[src/rtl/device_regs_defs.vh]
// Register offsets and bit positions shared by the register block and its users.
// Offsets are 4-bit register addresses; bit positions index the 8-bit data word.
// Guarded so it can be pulled into several compilation units safely.
`ifndef DEVICE_REGS_DEFS_VH
`define DEVICE_REGS_DEFS_VH

`define REG0_OFFSET   4'h0
`define REG1_OFFSET   4'h1
`define REG2_OFFSET   4'h2
`define REG3_OFFSET   4'h3
`define CTRL_OFFSET   4'h4
`define COUNT_OFFSET  4'h5
`define STATUS_OFFSET 4'h6
`define ID_OFFSET     4'h7

// CTRL bit positions
`define CTRL_CNT_EN_BIT 0
`define CTRL_IRQ_EN_BIT 1

// STATUS bit positions
`define STATUS_WRAP_BIT   0
`define STATUS_WR_ERR_BIT 1
`define STATUS_RD_ERR_BIT 2

`endif

[src/rtl/device_regs_ctrl_pkg.sv]
// Types, constants and the address decoder for the device register block.
// No logic of its own; pure declarations plus one combinational helper.
// Not applicable: no handshake lives here.
`include "device_regs_defs.vh"

package device_regs_ctrl_pkg;

    localparam int          DATA_W   = 8;
    localparam int          ADDR_W   = 4;
    localparam int          NUM_REGS = 4;
    localparam int          STATUS_W = 3;
    localparam logic [7:0]  ID_VALUE = 8'hC3;

    // Implemented CTRL bits; bits 7:2 of the data word have no storage.
    typedef struct packed {
        logic irq_en;
        logic cnt_en;
    } ctrl_t;

    // Which register an address selects.
    typedef enum logic [2:0] {
        SEL_REG    = 3'd0,
        SEL_CTRL   = 3'd1,
        SEL_COUNT  = 3'd2,
        SEL_STATUS = 3'd3,
        SEL_ID     = 3'd4,
        SEL_NONE   = 3'd5
    } sel_e;

    function automatic sel_e decode_addr(input logic [ADDR_W-1:0] addr);
        sel_e sel;
        case (addr)
            `REG0_OFFSET, `REG1_OFFSET,
            `REG2_OFFSET, `REG3_OFFSET: sel = SEL_REG;
            `CTRL_OFFSET:               sel = SEL_CTRL;
            `COUNT_OFFSET:              sel = SEL_COUNT;
            `STATUS_OFFSET:             sel = SEL_STATUS;
            `ID_OFFSET:                 sel = SEL_ID;
            default:                    sel = SEL_NONE;
        endcase
        return sel;
    endfunction

endpackage

[src/rtl/device_regs_ctrl_if.sv]
// Register access bus between an initiator and the register block.
// Strobes are single-cycle; read data returns one cycle after read_en.
// No backpressure: the responder accepts every strobe with zero wait states.
interface device_regs_ctrl_if;
    import device_regs_ctrl_pkg::*;

    logic [ADDR_W-1:0] address;
    logic              write_en;
    logic              read_en;
    logic [DATA_W-1:0] data_in;
    logic [DATA_W-1:0] read_data;

    modport master (
        output address,
        output write_en,
        output read_en,
        output data_in,
        input  read_data
    );

    modport slave (
        input  address,
        input  write_en,
        input  read_en,
        input  data_in,
        output read_data
    );
endinterface

[src/rtl/reg_counter8.sv]
// Free-running 8-bit counter with enable and a wrap indication.
// Count updates on the enabled edge; wrap_o is high in the cycle whose edge rolls FF->00.
// No backpressure: counts every enabled cycle.
module reg_counter8
    import device_regs_ctrl_pkg::*;
(
    input  logic              clk,
    input  logic              resetb,
    input  logic              en_i,
    output logic [DATA_W-1:0] count_o,
    output logic              wrap_o
);

    logic [DATA_W-1:0] count_q;
    logic [DATA_W-1:0] count_d;

    // Next count: increment while enabled, natural 8-bit rollover.
    always_comb begin
        count_d = count_q;
        if (en_i) begin
            count_d = count_q + 8'd1;
        end
    end

    // Count register.
    always_ff @(posedge clk or negedge resetb) begin
        if (!resetb) begin
            count_q <= '0;
        end else begin
            count_q <= count_d;
        end
    end

    // Wrap is combinational from the flop so the sticky status bit and the
    // rollover land on the same clock edge.
    assign wrap_o  = en_i && (count_q == 8'hFF);
    assign count_o = count_q;

endmodule

[src/rtl/device_regs_ctrl.sv]
// Register-file responder: scratch regs, CTRL, COUNT, W1C STATUS, ID, plus a level irq.
// Writes commit on the strobe edge; read_data is registered, valid one cycle after read_en.
// No backpressure or wait states; back-to-back strobes are accepted every cycle.
`include "device_regs_defs.vh"

module device_regs_ctrl
    import device_regs_ctrl_pkg::*;
(
    input  logic               clk,
    input  logic               resetb,
    device_regs_ctrl_if.slave  bus,
    output logic               irq
);

    sel_e                             sel;
    logic [NUM_REGS-1:0][DATA_W-1:0]  regs_q;
    logic [NUM_REGS-1:0][DATA_W-1:0]  regs_d;
    ctrl_t                            ctrl_q;
    ctrl_t                            ctrl_d;
    logic [STATUS_W-1:0]              status_q;
    logic [STATUS_W-1:0]              status_d;
    logic [STATUS_W-1:0]              status_set;
    logic [STATUS_W-1:0]              status_clr;
    logic [DATA_W-1:0]                rd_val;
    logic [DATA_W-1:0]                read_data_q;
    logic [DATA_W-1:0]                read_data_d;
    logic [DATA_W-1:0]                count;
    logic                             cnt_wrap;

    assign sel = decode_addr(bus.address);

    reg_counter8 u_counter (
        .clk     (clk),
        .resetb  (resetb),
        .en_i    (ctrl_q.cnt_en),
        .count_o (count),
        .wrap_o  (cnt_wrap)
    );

    // Write path for the plain RW registers; COUNT and ID ignore writes.
    always_comb begin
        regs_d = regs_q;
        ctrl_d = ctrl_q;
        if (bus.write_en) begin
            case (sel)
                SEL_REG: regs_d[bus.address[1:0]] = bus.data_in;
                SEL_CTRL: begin
                    ctrl_d.cnt_en = bus.data_in[`CTRL_CNT_EN_BIT];
                    ctrl_d.irq_en = bus.data_in[`CTRL_IRQ_EN_BIT];
                end
                default: ;
            endcase
        end
    end

    // Sticky status: W1C clear first, then set events, so a same-edge set wins.
    always_comb begin
        status_set = '0;
        status_clr = '0;
        status_set[`STATUS_WRAP_BIT]   = cnt_wrap;
        status_set[`STATUS_WR_ERR_BIT] = bus.write_en && (sel == SEL_NONE);
        status_set[`STATUS_RD_ERR_BIT] = bus.read_en  && (sel == SEL_NONE);
        if (bus.write_en && (sel == SEL_STATUS)) begin
            status_clr = bus.data_in[STATUS_W-1:0];
        end
        status_d = (status_q & ~status_clr) | status_set;
    end

    // Read mux samples pre-edge flop values, so a same-cycle write reads old data.
    always_comb begin
        rd_val = '0;
        case (sel)
            SEL_REG: rd_val = regs_q[bus.address[1:0]];
            SEL_CTRL: begin
                rd_val[`CTRL_CNT_EN_BIT] = ctrl_q.cnt_en;
                rd_val[`CTRL_IRQ_EN_BIT] = ctrl_q.irq_en;
            end
            SEL_COUNT:  rd_val = count;
            SEL_STATUS: rd_val[STATUS_W-1:0] = status_q;
            SEL_ID:     rd_val = ID_VALUE;
            default:    rd_val = '0;
        endcase
        read_data_d = bus.read_en ? rd_val : read_data_q;
    end

    // State registers; everything except ID returns to zero on reset.
    always_ff @(posedge clk or negedge resetb) begin
        if (!resetb) begin
            regs_q      <= '0;
            ctrl_q      <= '0;
            status_q    <= '0;
            read_data_q <= '0;
        end else begin
            regs_q      <= regs_d;
            ctrl_q      <= ctrl_d;
            status_q    <= status_d;
            read_data_q <= read_data_d;
        end
    end

    assign bus.read_data = read_data_q;
    assign irq           = ctrl_q.irq_en && (|status_q);

endmodule

[src/flat_wrapper.sv]
// flat-port wrapper written by rule: the top's interface ports become plain ports
module device_regs_ctrl_flat import device_regs_ctrl_pkg::*;
  (clk, resetb, irq, bus_address, bus_write_en, bus_read_en, bus_data_in, bus_read_data);
  device_regs_ctrl_if bus_i ();
  input  logic clk;
  input  logic resetb;
  output logic irq;
  input wire logic [$bits(bus_i.address)-1:0] bus_address;
  input wire logic [$bits(bus_i.write_en)-1:0] bus_write_en;
  input wire logic [$bits(bus_i.read_en)-1:0] bus_read_en;
  input wire logic [$bits(bus_i.data_in)-1:0] bus_data_in;
  output wire logic [$bits(bus_i.read_data)-1:0] bus_read_data;
  assign bus_i.address = bus_address;
  assign bus_i.write_en = bus_write_en;
  assign bus_i.read_en = bus_read_en;
  assign bus_i.data_in = bus_data_in;
  assign bus_read_data = bus_i.read_data;
  device_regs_ctrl u_core (.clk(clk), .resetb(resetb), .bus(bus_i), .irq(irq));
endmodule
[config.mk]
export PLATFORM = sky130hd
export DESIGN_NAME = device_regs_ctrl_flat
export DESIGN_NICKNAME = d
export VERILOG_FILES = /design/src/rtl/device_regs_ctrl_pkg.sv /design/src/rtl/device_regs_ctrl_if.sv /design/src/rtl/reg_counter8.sv /design/src/rtl/device_regs_ctrl.sv /design/src/flat_wrapper.sv
export VERILOG_INCLUDE_DIRS = /design/src /design/src/rtl
export SDC_FILE = /design/constraint.sdc
export NUM_CORES = 1
export LEC_CHECK = 0
export BUFFER_PORTS_ARGS = -buffer_cell sky130_fd_sc_hd__buf_2
export CAP_MARGIN = 0
export CELL_PAD_IN_SITES_DETAIL_PLACEMENT = 0
export CELL_PAD_IN_SITES_GLOBAL_PLACEMENT = 2
export CORE_ASPECT_RATIO = 1.5
export CORE_UTILIZATION = 41
export CTS_BUF_LIST = sky130_fd_sc_hd__clkbuf_16
export DETAILED_ROUTE_END_ITERATION = 8
export PLACE_DENSITY_LB_ADDON = 0.1
export SKIP_CTS_REPAIR_TIMING = 1
export SLEW_MARGIN = 5
export SYNTH_ARGS = -nofsm -noshare
export SYNTH_HDL_FRONTEND = slang
export SYNTH_HIERARCHICAL = 1
export SYNTH_SLANG_ARGS = --single-unit
[constraint.sdc]
create_clock -name clk -period 1.56 [get_ports clk]
set_input_delay 0.312 -clock clk [delete_from_list [all_inputs] [get_ports clk]]
set_output_delay 0.312 -clock clk [all_outputs]
set_load 0.02 [all_outputs]
* Word-level counts from Yosys, hierarchy flattened
Memory sizes are Yosys's and may differ from the RTL's.
Cells that the tools add are included.
** Storage, ports and cells
- Register bits :: 53
- Latch bits :: 0
- Bits in writable memories :: 0
- Bits in read-only memories :: 24
- Input bits :: 16
- Output and inout bits :: 9
- Word-level logic and storage cells :: 42
- Memories kept :: 1
** Cells by class
- Add/sub/neg operators :: 1
- Multiply operators :: 0
- Div/mod/pow operators :: 0
- $lt $le $gt $ge :: 2
- Eq/ne operators :: 6
- Shifts and indexed selects :: 0
- Mux-type cells :: 10
- Bitwise gates (word level) :: 3
- Reductions and logical operators :: 10
** Memories
- (no name shown) :: words 8, bits a word 3, read ports 1, clocked after memory_dff 0, wr ports 0, RTL line device_regs_ctrl_pkg.sv:32 : case (addr)
** Operators by type and width (count)
- 32-bit bitwise mux :: 1
- 8-bit binary-select mux with 2-bit select :: 1
- 8-bit demux with 2-bit select :: 1
- 8-bit two-way mux :: 2
- 5-bit one-hot mux with 3 select lines :: 1
- 2-bit one-hot mux with 5 select lines :: 1
- 8-bit by 1-bit adder with 8-bit output, second input constant :: 1
- 8-bit equality test, second input constant :: 1
- 3-bit by 2-bit equality test with 1-bit output, second input constant :: 2
- 3-bit equality test, second input constant :: 2
- 1-bit logical AND :: 6
- 3-bit two-way mux :: 2
- 2-bit AND reduction :: 2
- 3-bit bitwise AND :: 1
- 3-bit by 1-bit equality test with 1-bit output, second input constant :: 1
- 3-bit zero test :: 1
- 2-bit by 3-bit less-than comparator with 1-bit output, second input constant :: 1
- 3-bit NOT :: 1
- 3-bit OR :: 1
- 1-bit one-hot mux with 3 select lines :: 1
- 3-bit OR reduction :: 1
- 2-bit by 1-bit >= comparator with 1-bit output, second input constant :: 1

* Depth between registers and ports, before layout
Gate-level depths: netlist (run 1).
An unclocked memory read counts as a cell.
- Depth after elaboration :: 8
- Depth in mapped cells :: 7
- Gate-level depth less buffers :: 5

* Hierarchy
Netlist (run 1), hierarchy kept.
** By module, submodules not included
- device_regs_ctrl :: times used 1, cells an instance 159, area an instance 2274.7 µm²
- reg_counter8 :: times used 1, cells an instance 30, area an instance 359.1 µm²

* Worst setup path before layout (run 1)
No wires, ideal clock.
- Kind :: input to register
- Start :: input bus_address[0]
- End :: register u_core.read_data_q[5] (netlist: u_core/bus.read_data[5])
- Library setup time :: 140 ps
- Arrival :: 1558 ps
- Required time :: 1420 ps
- Setup slack :: -138 ps
- Stages :: 7
- Buffers on the path :: 2
- Path through :: buf_6 -> inv_1 -> ha_1 -> and4bb_2 -> buf_6 -> a32oi_1 -> o32ai_1
** On the way
- Word-level cells in the longest chain between the ends :: 4
** RTL lines
- start: declaration :: RTL line flat_wrapper.sv:8 : input wire logic [$bits(bus_i.address)-1:0] bus_address;
- memory 8 x 3 bit
- 3-bit two-way mux :: RTL line device_regs_ctrl_pkg.sv:32
- 3-bit equality test, or another cell as far along :: RTL line device_regs_ctrl.sv:72 : case (sel)
- 5-bit one-hot mux with 3 select lines (*) :: RTL line device_regs_ctrl.sv:72
- end signal: assignment :: RTL line device_regs_ctrl.sv:97 : read_data_q <= read_data_d;
- end: declaration :: RTL line device_regs_ctrl.sv:25 : logic [DATA_W-1:0] read_data_q;
Every way passes the cells marked *; elsewhere a longest branch is shown, timed or not. The select of a mux whose other input is x is not followed.
A chain may end at the register's enable or synchronous reset.

* Final worst setup path (run 1)
- Start :: register u_core.status_q[2]
- End :: output irq
** On the way
- Word-level cells in the longest chain between the ends :: 2
** RTL lines
- start: declaration :: RTL line device_regs_ctrl.sv:20 : logic [STATUS_W-1:0] status_q;
- start signal: assignment :: RTL line device_regs_ctrl.sv:96 : status_q <= status_d;
- 3-bit OR reduction :: RTL line device_regs_ctrl.sv:102 : assign irq = ctrl_q.irq_en && (|status_q);
- 1-bit logical AND :: RTL line device_regs_ctrl.sv:102
- end: declaration :: RTL line flat_wrapper.sv:7 : output logic irq;
Every way passes these cells.

==> impl_metrics.ini, run 1 <==
[power_and_ir_drop]
comb_power_share_pct = 21.8
max-vdd-ir-drop_uv = 705.4
total_switching_power_mw = 1.066
cellLeakagePower_nw = 1.419
post-layout-total-power_mw = 3.806
power_frac_seq_pct = 50.6
internal-power_mw = 2.739
power.clock.fraction_pct = 27.7
p_sw_share_pct = 28.02
power_per_cell_area_mw_per_mm2 = 1220

[placement]
placement.io_buffers = 24
placed_cells_incl_taps = 297
detailed_placer_s_ending_hpwl_um = 4640
placement.cell_area_sq_mm = 0.002979
rd_place_congestion = 0.7753

[clock_tree]
clkSlewWorstSetupHoldPaths_ns = 0.07
clock_tree.root_cell = sky130_fd_sc_hd__clkbuf_16
clock_tree_from_tritoncts = done
clockBufferDepth = 2
number_of_buffers_created_by_cts = 5
clock_tree.htree_level_count = 2
clkSinkCount = 53
clk_latency_ns = 0.29

[floorplan]
floorplan.io_pins = 25
die_w_um = 67.44
initial_core_util_pct = 42.65
row_count = 35
die_area_sq_mm = 0.006755
core_region_area_sq_mm = 0.006175
die_y_um = 100.2

[sta]
final_period_minus_worst_setup_slack_ns = 1.450
timing.hold.ws_ns = 0.007031
headroom_to_the_max_slew_limit_pct = 73.55
worst_pin_slew_ns = 0.3933
finalHoldViolCount = 0
finalClockSkew_ns = 0.005527
rsz0062_at_grt = no
post-route-period-util_pct = 92.97
fmax_mhz = 689.5
report.final.slew_viol_count = 0
final-setup-viol-count = 0

[global_route]
gr-usage-all-layers_pct = 20.63
wire_length_of_the_first_global_routing_pass_um = 9942
grt_util_met3_pct = 3.523
met1_usage_pct = 24.58
grt-busiest-layer = met2
antenna_violations_before_repair = 0
number_of_global_route_vias_before_repair = 1834
grt_overflow = 0
global_route.usage.met2_pct = 36.23
grt_max_degree = 54

[routing]
initialDrtViolationCount = 69
route.detailed.drc = 0
drt.antenna.violating_nets = 0
dr_total_vias = 1724
avgRoutedWirePerCell_um = 20.42
dr.pass1.iters = 4
finalWirelength_um = 6228
avgViaCountPerCell = 5.652

[outcome]
outcome = finished, final reports clean

[critical_path]
end_kind = output pin
setup.worst_path.start_class = register
setup.reg_to_reg.worst_slack_ns = 0.12
worst-r2r-cell-count = 3
timing_worst_setup_path_type = reg2out
crit_fanout = 3
worstReg2RegStart = u_core/regs_q[8]$_DFFE_PN0P_
arrival_ns = 1.14
worst_ep_required_time_ns = 1.25
r2r_endpoint = u_core/bus.read_data[0]$_DFFE_PN0P_

[synth]
synth_cell_type_count = 37
synth.yosys.warnings = 6
syn_avg_cell_area_sq_um = 13.94
yosysTopAreaCell = sky130_fd_sc_hd__dfrtp_1
synth_top_area_share_pct = 50.36
synthesis.instances = 189
ys_ff_latch = 53
synth_sequential_area_ratio_pct = 50.36
synthesis.area_sq_mm = 0.002634
synth_area_leaders = sky130_fd_sc_hd__dfrtp_1 (50%), sky130_fd_sc_hd__mux2_4 (9.1%), sky130_fd_sc_hd__mux2_2 (8.1%)
syn_nets = 210

[cells_and_area]
layout_commonest_cell = sky130_fd_sc_hd__dfrtp_1
num-nets-final = 251
diodes = 0
fin_area_sq_mm = 0.003119
most_frequent_cells_in_the_layout = sky130_fd_sc_hd__dfrtp_1 (53), sky130_fd_sc_hd__buf_2 (24), sky130_fd_sc_hd__mux2_2 (19), sky130_fd_sc_hd__mux2_4 (16), sky130_fd_sc_hd__buf_4 (16)
finish.cell_count_without_fillers = 305
drive_above_1_share_pct = 43.29
final_core_utilization_pct = 50.52
syn_to_final_growth_pct = 18.43

[hold_path]
worst_hold_check_path_type = in2async

[job]
drv.max_cap_violation_count = 0
==> cells in the mapped netlist, drive strengths merged <==
master / n
nor2b: 1
a21o: 1
a31oi: 2
nor3: 2
and2b: 1
inv: 8
mux4: 8
and4bb: 2
nand2b: 1
o32ai: 3
and3: 5
ha: 5
mux2: 35
clkbuf: 1
nor3b: 1
xnor2: 4
a21oi: 5
nand4: 2
a41oi: 2
a22o: 2
a21boi: 1
a32oi: 7
nor2: 7
dfrtp: 53
a41o: 1
nand3: 11
nand2: 4
xor2: 4
buf: 9
o31a: 1
==> area by class of cell <==
cell class                 count  area (sq um)
timing repair buffer          44         320.3
tap                           74         92.59
inverter                       8         30.03
fill                         555          3055
clock buffer                   5         125.1
sequential                    53          1326
clock inverter                 3         15.01
multi-input combinational    118          1210
==> cell families after synthesis <==
logic type,synth area share [%]
flip-flops,50.36
multiplexers,24.37
AND/OR/NAND/NOR,8.694
AO/OA/AOI/OAI,7.364
buffers and inverters,4.180
XOR/XNOR,2.660
adder cells (fa/ha/maj),2.375
==> state kept, by name (all words and copies together) (netlist names) <==
name / count
u_core/regs_q: 32
u_core/bus.read_data: 8
u_core/u_counter/count_o: 8
u_core/status_q: 3
u_core/ctrl_q: 2
==> power groups by stage <==
stage / clock network, mW / registers, mW / logic, mW
finish: 1.05 / 1.93 / 0.828
global route: 1.15 / 1.96 / 0.900
CTS: 1.08 / 1.93 / 0.842
detailed placement: 0 / 1.95 / 0.839
global placement: 0 / 1.92 / 0.799
floorplan: 0 / 1.87 / 0.570
==> stage by stage <==
step | setup TNS, ns | setup WS, ns
3_3_place_gp | -1.772 | -0.1582
6_report | 0 | 0.1096
5_1_grt | 0 | 0.03842
2_1_floorplan | -0.5594 | -0.08833
3_5_place_dp | -2.742 | -0.1761
4_1_cts | 0 | 0.09661
==> worst max-delay path, cell delays in order (launching register included) <==
cell                      delay (ns)
sky130_fd_sc_hd__dfrtp_1        0.40
sky130_fd_sc_hd__o31a_1         0.30
sky130_fd_sc_hd__buf_2          0.16
==> routing by layer <==
layer	wire (um)	part of all wire, %
met1	2580	41
met2	3360	54
met3	137	2.2
met4	149	2.4
met5	0	0
==> how the worst max path moves through the flow <==
stage	from	endpoint	slack, ns
6_report	u_core/status_q[2]$_DFF_PN0_	irq	0.11
5_1_grt	bus_address[0]	u_core/bus.read_data[2]$_DFFE_PN0P_	0.04
4_1_cts	u_core/status_q[2]$_DFF_PN0_	irq	0.1
3_5_place_dp	bus_address[0]	u_core/bus.read_data[4]$_DFFE_PN0P_	-0.18
3_3_place_gp	bus_address[0]	u_core/ctrl_q[0]$_DFFE_PN0P_	-0.16
2_1_floorplan	bus_address[0]	u_core/bus.read_data[5]$_DFFE_PN0P_	-0.09
Power figures use the tool's default switching activity.
==> inputs of run 2 (changes only) <==
--- a/config.mk
+++ b/config.mk
@@ -11,10 +11,10 @@
 export CELL_PAD_IN_SITES_DETAIL_PLACEMENT = 0
 export CELL_PAD_IN_SITES_GLOBAL_PLACEMENT = 2
 export CORE_ASPECT_RATIO = 1.5
-export CORE_UTILIZATION = 41
+export CORE_UTILIZATION = 37
 export CTS_BUF_LIST = sky130_fd_sc_hd__clkbuf_16
 export DETAILED_ROUTE_END_ITERATION = 8
-export PLACE_DENSITY_LB_ADDON = 0.1
+export PLACE_DENSITY_LB_ADDON = 0.2
 export SKIP_CTS_REPAIR_TIMING = 1
 export SLEW_MARGIN = 5
 export SYNTH_ARGS = -nofsm -noshare
==> constraint.sdc (replaced) <==
create_clock -name clk -period 1.3 [get_ports clk]
set_input_delay 0.26 -clock clk [delete_from_list [all_inputs] [get_ports clk]]
set_output_delay 0.26 -clock clk [all_outputs]
set_load 0.02 [all_outputs]
==> impl_metrics.ini, run 2 (synthesis gave the netlist of run 1 again) <==
[sta]
timing.final.ws_setup_ns = -0.09871
finalHoldViolCount = 0
post-route-period-util_pct = 107.6
headroom_to_the_max_slew_limit_pct = 80.81
report.final.slew_viol_count = 0
rsz0062_at_grt = yes
worst_pin_slew_ns = 0.2878
fmax_mhz = 714.9
final-setup-viol-count = 3
final_period_minus_worst_setup_slack_ns = 1.399
timing.hold.ws_ns = 0.2438
finalClockSkew_ns = 0.004690

[power_and_ir_drop]
max-vdd-ir-drop_uv = 634.1
power_per_cell_area_mw_per_mm2 = 1484
cellLeakagePower_nw = 1.496

[clock_tree]
clkSlewWorstSetupHoldPaths_ns = 0.07
clock_tree.root_cell = sky130_fd_sc_hd__clkbuf_16
clk_latency_ns = 0.29
clockBufferDepth = 2
number_of_buffers_created_by_cts = 5
clkSinkCount = 53
clock_tree.htree_level_count = 2
clock_tree_from_tritoncts = done

[cells_and_area]
layout_commonest_cell = sky130_fd_sc_hd__dfrtp_1
diodes = 0
syn_to_final_growth_pct = 26.51
fillers = 620
largest_register_ffs = 32
most_frequent_cells_in_the_layout = sky130_fd_sc_hd__dfrtp_1 (53), sky130_fd_sc_hd__buf_4 (25), sky130_fd_sc_hd__buf_2 (21), sky130_fd_sc_hd__mux2_2 (19), sky130_fd_sc_hd__mux2_4 (16)
final_core_utilization_pct = 48.63
fin_area_sq_mm = 0.003332
drive_above_1_share_pct = 52.07
regMostFlops = u_core/regs_q
num-nets-final = 262

[routing]
drt.antenna.violating_nets = 0
avgViaCountPerCell = 5.609
dr_total_vias = 1795
dr.pass1.iters = 6
initialDrtViolationCount = 104
finalWirelength_um = 6450
avgRoutedWirePerCell_um = 20.16
route.detailed.drc = 0

[global_route]
grt_overflow = 0
number_of_global_route_vias_before_repair = 2009
antenna_violations_before_repair = 0
wire_length_of_the_first_global_routing_pass_um = 10540
gr-usage-all-layers_pct = 18.65
grt_max_degree = 54

[critical_path]
setup.worst_path.start_class = register
arrival_ns = 1.14
crit_fanout = 3
end_kind = output pin
timing_worst_setup_path_type = reg2out
worst_ep_required_time_ns = 1.04

[placement]
detailed_placer_s_ending_hpwl_um = 4682
rd_place_congestion = 0.7701
placement.cell_area_sq_mm = 0.003007
placement.io_buffers = 24

[outcome]
outcome = complete, but fails checks
violations = negative setup slack

[floorplan]
floorplan.io_pins = 25
row_count = 37
die_w_um = 70.89
core_region_area_sq_mm = 0.006852
die_y_um = 105.3
initial_core_util_pct = 38.44
die_area_sq_mm = 0.007466

[hold_path]
worst_hold_check_path_type = in2reg

[job]
drv.max_cap_violation_count = 0
run 2: worst max-delay path: stages (launching register included):
cell and delay (ns):
sky130_fd_sc_hd__dfrtp_1 0.40, sky130_fd_sc_hd__o31a_1 0.32, sky130_fd_sc_hd__buf_6 0.13
run 2: path summary, 6_finish.rpt:
path | slack (ns) | from | end | depth (start not counted)
hold reg to reg | 0.50 | u_core/regs_q[19]$_DFFE_PN0P_ | u_core/regs_q[19]$_DFFE_PN0P_ | 1
hold / removal | 0.24 | bus_data_in[6] | u_core/regs_q[14]$_DFFE_PN0P_ | 2
setup / recovery | -0.1 | u_core/status_q[2]$_DFF_PN0_ | irq | 2
max in group asynchronous | 0.56 | resetb | u_core/regs_q[26]$_DFFE_PN0P_ | 3
min in group asynchronous | 0.48 | resetb | u_core/u_counter/count_o[5]$_DFFE_PN0P_ | 3
setup reg to reg | -0.05 | u_core/regs_q[25]$_DFFE_PN0P_ | u_core/bus.read_data[1]$_DFFE_PN0P_ | 3
run 2: per-layer routing:
layer / global-route usage (%) / routed length, um / vias up
met4: 7.714 / 178 / 0
met2: 33.17 / 3527 / 39
met1: 21.93 / 2566 / 938
li1: - / - / 805
met5: 0 / 0 / -
met3: 3.155 / 178 / 13
run 2: per-stage QoR:
step | total power, mW | worst slack, ns | std cells | TNS [ns]
global placement | 3.315 | -0.3907 | 304 | -9.192
floorplan | 2.935 | -0.2963 | 189 | -5.442
finish | 4.945 | -0.09871 | 320 | -0.1722
detailed placement | 3.400 | -0.4141 | 304 | -11.05
global route | 5.205 | -0.1188 | 320 | -0.3411
CTS | 4.894 | -0.1443 | 312 | -1.387
run 2: report_power, final:
group | switching [mW] | internal [mW] | leakage, nW
registers | 0.255 | 2.00 | 0.657
clock network | 0.580 | 0.896 | 0.0826
logic | 0.498 | 0.717 | 0.756
total | 1.33 | 3.61 | 1.50
run 2: layout make-up:
class / instances / area, sq um / area share [%]
clock buffer: 5 / 125.1 / 3.755
clock inverter: 3 / 37.54 / 1.127
inverter: 8 / 35.03 / 1.051
multi-input combinational: 118 / 1279 / 38.38
sequential: 53 / 1326 / 39.80
tap: 78 / 97.59 / 2.929
timing repair buffer: 55 / 431.7 / 12.96
